==> config.mk <==
export PLATFORM = sky130hd
export DESIGN_NAME = pwm_stream_flat
export DESIGN_NICKNAME = d
export VERILOG_FILES = /design/src/rtl/pwm_stream_if.sv /design/src/rtl/pwm_stream.sv /design/src/flat_wrapper.sv
export SDC_FILE = /design/constraint.sdc
export NUM_CORES = 2
export LEC_CHECK = 0
export BUFFER_PORTS_ARGS = -buffer_cell sky130_fd_sc_hd__buf_2
export CAP_MARGIN = 40
export CORE_ASPECT_RATIO = 1.75
export CORE_MARGIN = 3
export CORE_UTILIZATION = 40
export DETAILED_ROUTE_END_ITERATION = 8
export GPL_TIMING_DRIVEN = 1
export MAX_ROUTING_LAYER = met4
export PLACE_DENSITY = 0.57
export SLEW_MARGIN = 25
export SYNTH_ARGS = -nofsm -noshare
export SYNTH_HDL_FRONTEND = slang
export SYNTH_SLANG_ARGS = --single-unit
==> constraint.sdc <==
create_clock -name clk -period 11.2 [get_ports clk]
set_input_delay 1.68 -clock clk [delete_from_list [all_inputs] [get_ports clk]]
set_output_delay 1.68 -clock clk [all_outputs]
set_load 0.03 [all_outputs]
==> src/rtl/pwm_stream_if.sv <==
// Two-lane coefficient stream into and out of pwm_stream.
// acc_start/acc_done exist only when PWM_ACC_EN is defined.
interface pwm_stream_if #(
  parameter int DATA_WIDTH = 12
);
  logic                             in_en;
  logic [1:0][1:0][DATA_WIDTH-1:0]  in;
  logic                             out_en;
  logic [1:0][DATA_WIDTH-1:0]       out;
  logic                             out_last;
  logic                             busy;
`ifdef PWM_ACC_EN
  logic                             acc_start;
  logic                             acc_done;

  modport master (output in_en, in, acc_start, acc_done,
                  input  out_en, out, out_last, busy);
  modport slave  (input  in_en, in, acc_start, acc_done,
                  output out_en, out, out_last, busy);
`else
  modport master (output in_en, in,
                  input  out_en, out, out_last, busy);
  modport slave  (input  in_en, in,
                  output out_en, out, out_last, busy);
`endif
endinterface

==> src/rtl/pwm_stream.sv <==
// Two-lane pointwise a*b mod Q (Barrett) for NTT-domain streams, fixed latency, frame-last tagging.
// Define PWM_ACC_EN to add the per-beat multiply-accumulate stage (latency grows by one cycle).
module pwm_stream #(
  parameter int DATA_WIDTH = 12,
  parameter int Q          = 3329,
  parameter int N          = 256
) (
  input  logic         clk,
  input  logic         rst,
  pwm_stream_if.slave  strm
);
  localparam int NB  = N / 2;
  localparam int CW  = (NB > 1) ? $clog2(NB) : 1;
  localparam int PW  = 2 * DATA_WIDTH;
  localparam longint unsigned M_L = (64'd1 << PW) / 64'(Q);
  localparam int MW  = $clog2(M_L + 1);
  localparam int PMW = PW + MW;
  localparam int RW  = $clog2(2 * Q);
  localparam logic [DATA_WIDTH-1:0] QV = DATA_WIDTH'(Q);
  localparam logic [MW-1:0]         MV = MW'(M_L);

  logic [CW-1:0]              cnt_q, cnt_d;
  logic                       beat_last_d;
  logic [3:0]                 v_q, last_q;
  logic [1:0][DATA_WIDTH-1:0] a0_q, b0_q;
  logic [1:0][PW-1:0]         p1_q, p1_d, p2_q;
  logic [1:0][MW-1:0]         qe2_q, qe2_d;
  logic [1:0][RW-1:0]         r3_q, r3_d;
  logic [1:0][DATA_WIDTH-1:0] red_d;
  logic                       out_en_q, out_last_q;
  logic [1:0][DATA_WIDTH-1:0] out_q;

  // Quotient estimate is at most one low, so r3 < 2Q and one subtract finishes the reduction.
  always_comb begin
    beat_last_d = (cnt_q == CW'(NB - 1));
    cnt_d       = cnt_q;
    if (strm.in_en) cnt_d = beat_last_d ? '0 : cnt_q + CW'(1);
    for (int i = 0; i < 2; i++) begin
      p1_d[i]  = PW'(a0_q[i]) * PW'(b0_q[i]);
      qe2_d[i] = MW'((PMW'(p1_q[i]) * PMW'(MV)) >> PW);
      r3_d[i]  = RW'(p2_q[i] - PW'(qe2_q[i]) * PW'(QV));
      red_d[i] = (r3_q[i] >= RW'(QV)) ? DATA_WIDTH'(r3_q[i] - RW'(QV))
                                      : DATA_WIDTH'(r3_q[i]);
    end
  end

`ifdef PWM_ACC_EN
  logic                       start_hold_q, done_hold_q;
  logic                       first_d, start_tag_d, done_tag_d;
  logic [4:0]                 start_q, done_q;
  logic [4:0][CW-1:0]         idx_q;
  logic                       v4_q, last4_q;
  logic [1:0][DATA_WIDTH-1:0] prod4_q, rd_q, acc_d;
  logic [1:0][DATA_WIDTH:0]   sum_d;
  logic [1:0][DATA_WIDTH-1:0] acc_mem [NB];

  always_comb begin
    first_d     = (cnt_q == '0);
    start_tag_d = first_d ? strm.acc_start : start_hold_q;
    done_tag_d  = first_d ? strm.acc_done  : done_hold_q;
    for (int i = 0; i < 2; i++) begin
      sum_d[i] = {1'b0, rd_q[i]} + {1'b0, prod4_q[i]};
      if (start_q[4])
        acc_d[i] = prod4_q[i];
      else if (sum_d[i] >= {1'b0, QV})
        acc_d[i] = DATA_WIDTH'(sum_d[i] - {1'b0, QV});
      else
        acc_d[i] = DATA_WIDTH'(sum_d[i]);
    end
  end

  // Synchronous-read RAM; the entry written this edge is forwarded so back-to-back RMW stays exact.
  always_ff @(posedge clk) begin
    if (v4_q) acc_mem[idx_q[4]] <= acc_d;
    rd_q <= (v4_q && (idx_q[4] == idx_q[3])) ? acc_d : acc_mem[idx_q[3]];
  end
`endif

  always_ff @(posedge clk or negedge rst) begin
    if (!rst) begin
      cnt_q      <= '0;
      v_q        <= '0;
      last_q     <= '0;
      a0_q       <= '0;
      b0_q       <= '0;
      p1_q       <= '0;
      p2_q       <= '0;
      qe2_q      <= '0;
      r3_q       <= '0;
      out_en_q   <= 1'b0;
      out_last_q <= 1'b0;
      out_q      <= '0;
`ifdef PWM_ACC_EN
      start_hold_q <= 1'b0;
      done_hold_q  <= 1'b0;
      start_q      <= '0;
      done_q       <= '0;
      idx_q        <= '0;
      v4_q         <= 1'b0;
      last4_q      <= 1'b0;
      prod4_q      <= '0;
`endif
    end else begin
      cnt_q  <= cnt_d;
      v_q    <= {v_q[2:0], strm.in_en};
      last_q <= {last_q[2:0], strm.in_en & beat_last_d};
      a0_q   <= {strm.in[1][0], strm.in[0][0]};
      b0_q   <= {strm.in[1][1], strm.in[0][1]};
      p1_q   <= p1_d;
      p2_q   <= p1_q;
      qe2_q  <= qe2_d;
      r3_q   <= r3_d;
`ifdef PWM_ACC_EN
      if (strm.in_en && first_d) begin
        start_hold_q <= strm.acc_start;
        done_hold_q  <= strm.acc_done;
      end
      start_q    <= {start_q[3:0], start_tag_d};
      done_q     <= {done_q[3:0], done_tag_d};
      idx_q      <= {idx_q[3:0], cnt_q};
      v4_q       <= v_q[3];
      last4_q    <= last_q[3];
      prod4_q    <= red_d;
      out_en_q   <= v4_q & done_q[4];
      out_last_q <= v4_q & done_q[4] & last4_q;
      if (v4_q && done_q[4]) out_q <= acc_d;
`else
      out_en_q   <= v_q[3];
      out_last_q <= last_q[3];
      if (v_q[3]) out_q <= red_d;
`endif
    end
  end

  assign strm.out_en   = out_en_q;
  assign strm.out_last = out_last_q;
  assign strm.out      = out_q;
`ifdef PWM_ACC_EN
  assign strm.busy     = (cnt_q != '0) | (|v_q) | v4_q;
`else
  assign strm.busy     = (cnt_q != '0) | (|v_q);
`endif

endmodule

==> src/flat_wrapper.sv <==
// flat-port wrapper written by rule: the top's interface ports become plain ports
module pwm_stream_flat 
#(
  parameter int DATA_WIDTH = 12,
  parameter int Q          = 3329,
  parameter int N          = 256
)
  (clk, rst, strm_in_en, strm_in, strm_out_en, strm_out, strm_out_last, strm_busy);
  pwm_stream_if #(.DATA_WIDTH(DATA_WIDTH)) strm_i ();
  input  logic clk;
  input  logic rst;
  input wire logic [$bits(strm_i.in_en)-1:0] strm_in_en;
  input wire logic [$bits(strm_i.in)-1:0] strm_in;
  output wire logic [$bits(strm_i.out_en)-1:0] strm_out_en;
  output wire logic [$bits(strm_i.out)-1:0] strm_out;
  output wire logic [$bits(strm_i.out_last)-1:0] strm_out_last;
  output wire logic [$bits(strm_i.busy)-1:0] strm_busy;
  assign strm_i.in_en = strm_in_en;
  assign strm_i.in = strm_in;
  assign strm_out_en = strm_i.out_en;
  assign strm_out = strm_i.out;
  assign strm_out_last = strm_i.out_last;
  assign strm_busy = strm_i.busy;
  pwm_stream #(.DATA_WIDTH(DATA_WIDTH), .Q(Q), .N(N)) u_core (.clk(clk), .rst(rst), .strm(strm_i));
endmodule
==> flow_summary.toml <==
[status]
status = "complete, no violations"

[detailed_routing]
drt_iter0_markers = 585
num_vias = 18078
viasPerCell = 4.86
wl_per_cell_um = 16.1
wl_um = 60000
ant_nets = 0
dr.pass1.iters = 5
route.detailed.drc = 0

[finish]
nFillCells = 6641
utilization_pct = 43.7
antennaDiodeCount = 0
drive_above_1_share_pct = 4.92
syn2layout_area_growth_pct = 8.14
layout.cells.non_filler = 3717
final_nets = 3747

[floorplanning]
rows = 128
fp.dieArea_mm2 = 0.0737
fp.dieH_um = 357
start_util_pct = 40.4
core_mm2 = 0.0697
die-width_um = 207
io_pins = 78

[logic_synthesis]
synth_top_family_by_area = "adder cells"
synth_flop_cell = "dfrtp_1"
yosysUniqueCellTypes = 55
syn_inst = 2731
synth_top_cell_area_share_pct = 33.1
synth_simple_gate_area_share_pct = 9.41
synth_xor_xnor_area_share_pct = 3.64
synth_edf_count = 0
async_reset_ff_share_pct = 100
synthTopCellsByArea = "fa_1 (33%), ha_1 (20%), dfrtp_1 (19%)"
synth_area_mm2 = 0.0282
yosys_warnings = 0
synthAdderAreaFrac_pct = 52.8
yosysSeqAreaShare_pct = 19.1
synth_compound_area_share_pct = 5.71
syn-num-nets = 3690
yosysTopAreaCell = "fa_1"
synth-seq-cells = 215
synth.avg_cell_area_um2 = 10.3
synthMuxAreaShare_pct = 0.222

[clock_tree]
cts_tree = "done"
worstSkewPairLatency_ns = 0.58
path_clk_slew_ns = 0.06
cts.sinks = 215
cts.path.max_buffers = 3
cts-root-buf = "clkbuf_16"
cts_setup_buffers = 0
cts.htree.levels = 1
cts_buffers = 26
postCtsHoldBufs = 0
cts_resized = 0

[placed_design]
place_inst = 3669
io_buffer_count = 77
hpwlAfterDp_um = 51400
place_ws_ns = 5.35
place.gp.congestion = 0.926

[grt]
antenna_found_initial = 0
grt_pass1_vias = 20438
grt_pass1_wl_um = 99700
grt-ovfl-total = 0
grt_max_degree = 86
grtUsageTotal_pct = 17.4

[worst_setup_path]
r2r-end = "u_core.p1_q[23]$_DFF_PN0_"
regToRegSetupSlack_ns = 5.37
required_ns = 11.69
worstPathArrival_ns = 6.32
r2r_cells = 20
reg2reg_from = "u_core.b0_q[3]$_DFF_PN0_"
cp_max_fo = 12
worst-setup-path-type = "reg2reg"
end_kind = "flop"
cp-start-kind = "flop"

[timing]
finalSetupTns_ns = 0
skew_ns = 0.0264
fin_crit_ns = 5.83
slew_violations = 0
fin_ws_ns = 5.37
hold_viol_final = 0
fmax_ghz = 0.171
slew_headroom_pct = 55.9
rsz0062_at_grt = "false"
worstMarginPinSlew_ns = 0.661
setup_viol = 0
fin_crit_sh_pct = 52.1

[hold_path]
hold_depth = 0
min_to = "u_core.last_q[2]$_DFF_PN0_"
worstHoldStart = "u_core.last_q[1]$_DFF_PN0_"
hp-class = "reg2reg"

[job]
cap_violations = 0
-- worst max-delay path, stage by stage (launching register included) --
cell       delay, ns
dfrtp_1         0.58
nand2_1         0.15
fa_1            0.55
inv_1           0.05
fa_1            0.50
inv_1           0.06
fa_1            0.53
inv_1           0.05
fa_1            0.47
inv_1           0.05
fa_1            0.48
inv_1           0.04
ha_1            0.32
a211oi_1        0.22
o211ai_1        0.18
a31oi_1         0.25
o21ai_0         0.17
o41ai_1         0.54
o2111ai_1       0.20
a21oi_1         0.21
xor2_1          0.15
-- area by class of cell --
class	count	area, um2	share of cell area, %
flip-flops and latches	215	5380	17.7
clock buffers	33	717	2.36
inverters	629	2360	7.76
well taps	910	1140	3.74
multi-input cells	1832	20200	66.4
clock inverters	14	161	0.530
repair buffers	84	483	1.59
-- state kept, by name, indices dropped and copies added, names as in the netlist --
name,cells
u_core.r3_q,26
u_core.p1_q,48
u_core.cnt_q,7
u_core.a0_q,24
u_core.last_q,4
u_core.b0_q,24
u_core.qe2_q,26
u_core.strm.out_last,1
u_core.strm.out_en,1
u_core.v_q,4
u_core.strm.out,24
u_core.p2_q,26
-- stage by stage --
| step | instance area (um2) | hold WS (ns) |
|---|---|---|
| final | 30400 | 0.347 |
| after floorplan | 28200 | 0.331 |
| after global placement | 29500 | 0.337 |
| after CTS | 30400 | 0.351 |
| after detailed placement | 29500 | 0.344 |
| after global routing | 30400 | 0.354 |
-- kinds of logic (layout without fill, tap and decap cells) --
group | count (synthesis) | after routing
buf+inv | 684 | 760
simple gates | 556 | 556
xor+xnor | 117 | 117
flops | 215 | 215
compound gates | 245 | 245
fa+ha+maj | 908 | 908
mux | 6 | 6
-- cells in the final DEF, fill, tap and decap left out, drive strengths merged, types with 24 or more instances in the layout --
master | synthesis | routed
xnor2 | 96 | 96
nand2 | 208 | 208
ha | 442 | 442
a21oi | 80 | 80
clkbuf | 53 | 33
o21ai | 38 | 38
fa | 466 | 466
inv | 629 | 633
and2 | 118 | 118
buf | 2 | 84
dfrtp | 215 | 215
nor2 | 114 | 114
a21o | 24 | 24
-- worst max path at each step --
| stage | from | end | slack, ns | depth (start not counted) |
|---|---|---|---|---|
| CTS | u_core.b0_q[3]$_DFF_PN0_ | u_core.p1_q[23]$_DFF_PN0_ | 5.33 | 20 |
| global route | u_core.a0_q[7]$_DFF_PN0_ | u_core.p1_q[23]$_DFF_PN0_ | 5.03 | 20 |
| finish | u_core.b0_q[3]$_DFF_PN0_ | u_core.p1_q[23]$_DFF_PN0_ | 5.37 | 20 |
| floorplan | u_core.b0_q[3]$_DFF_PN0_ | u_core.p1_q[23]$_DFF_PN0_ | 5.82 | 21 |
| detailed placement | u_core.b0_q[3]$_DFF_PN0_ | u_core.p1_q[23]$_DFF_PN0_ | 5.35 | 20 |
| global placement | u_core.b0_q[3]$_DFF_PN0_ | u_core.p1_q[23]$_DFF_PN0_ | 5.40 | 20 |
-- synth_stat cells (all sizes together), types with 18 or more instances --
cell and count:
clkbuf 53, xnor2 96, and2 118, a21oi 80
o21ai 38, nor2 114, nand2 208, fa 466
inv 629, nand3 23, nor3 23, nor2b 18
xor2 21, ha 442, a21o 24, dfrtp 215
o21a 18
-- routing by layer --
metal  GRT usage, %  share of wire [%]  up-vias  wire (um)
met2           32.9                 56      268      33600
met1           18.2                 37     9092      22200
met3           1.49                2.5      141       1470
met4           7.31                4.6        0       2740
met5              -                  0        -          0
li1               -                  -     8577          -
Power is left out: the tool's default activity adds up to more than one toggle a clock period on the data nets, which glitch-free logic cannot reach.
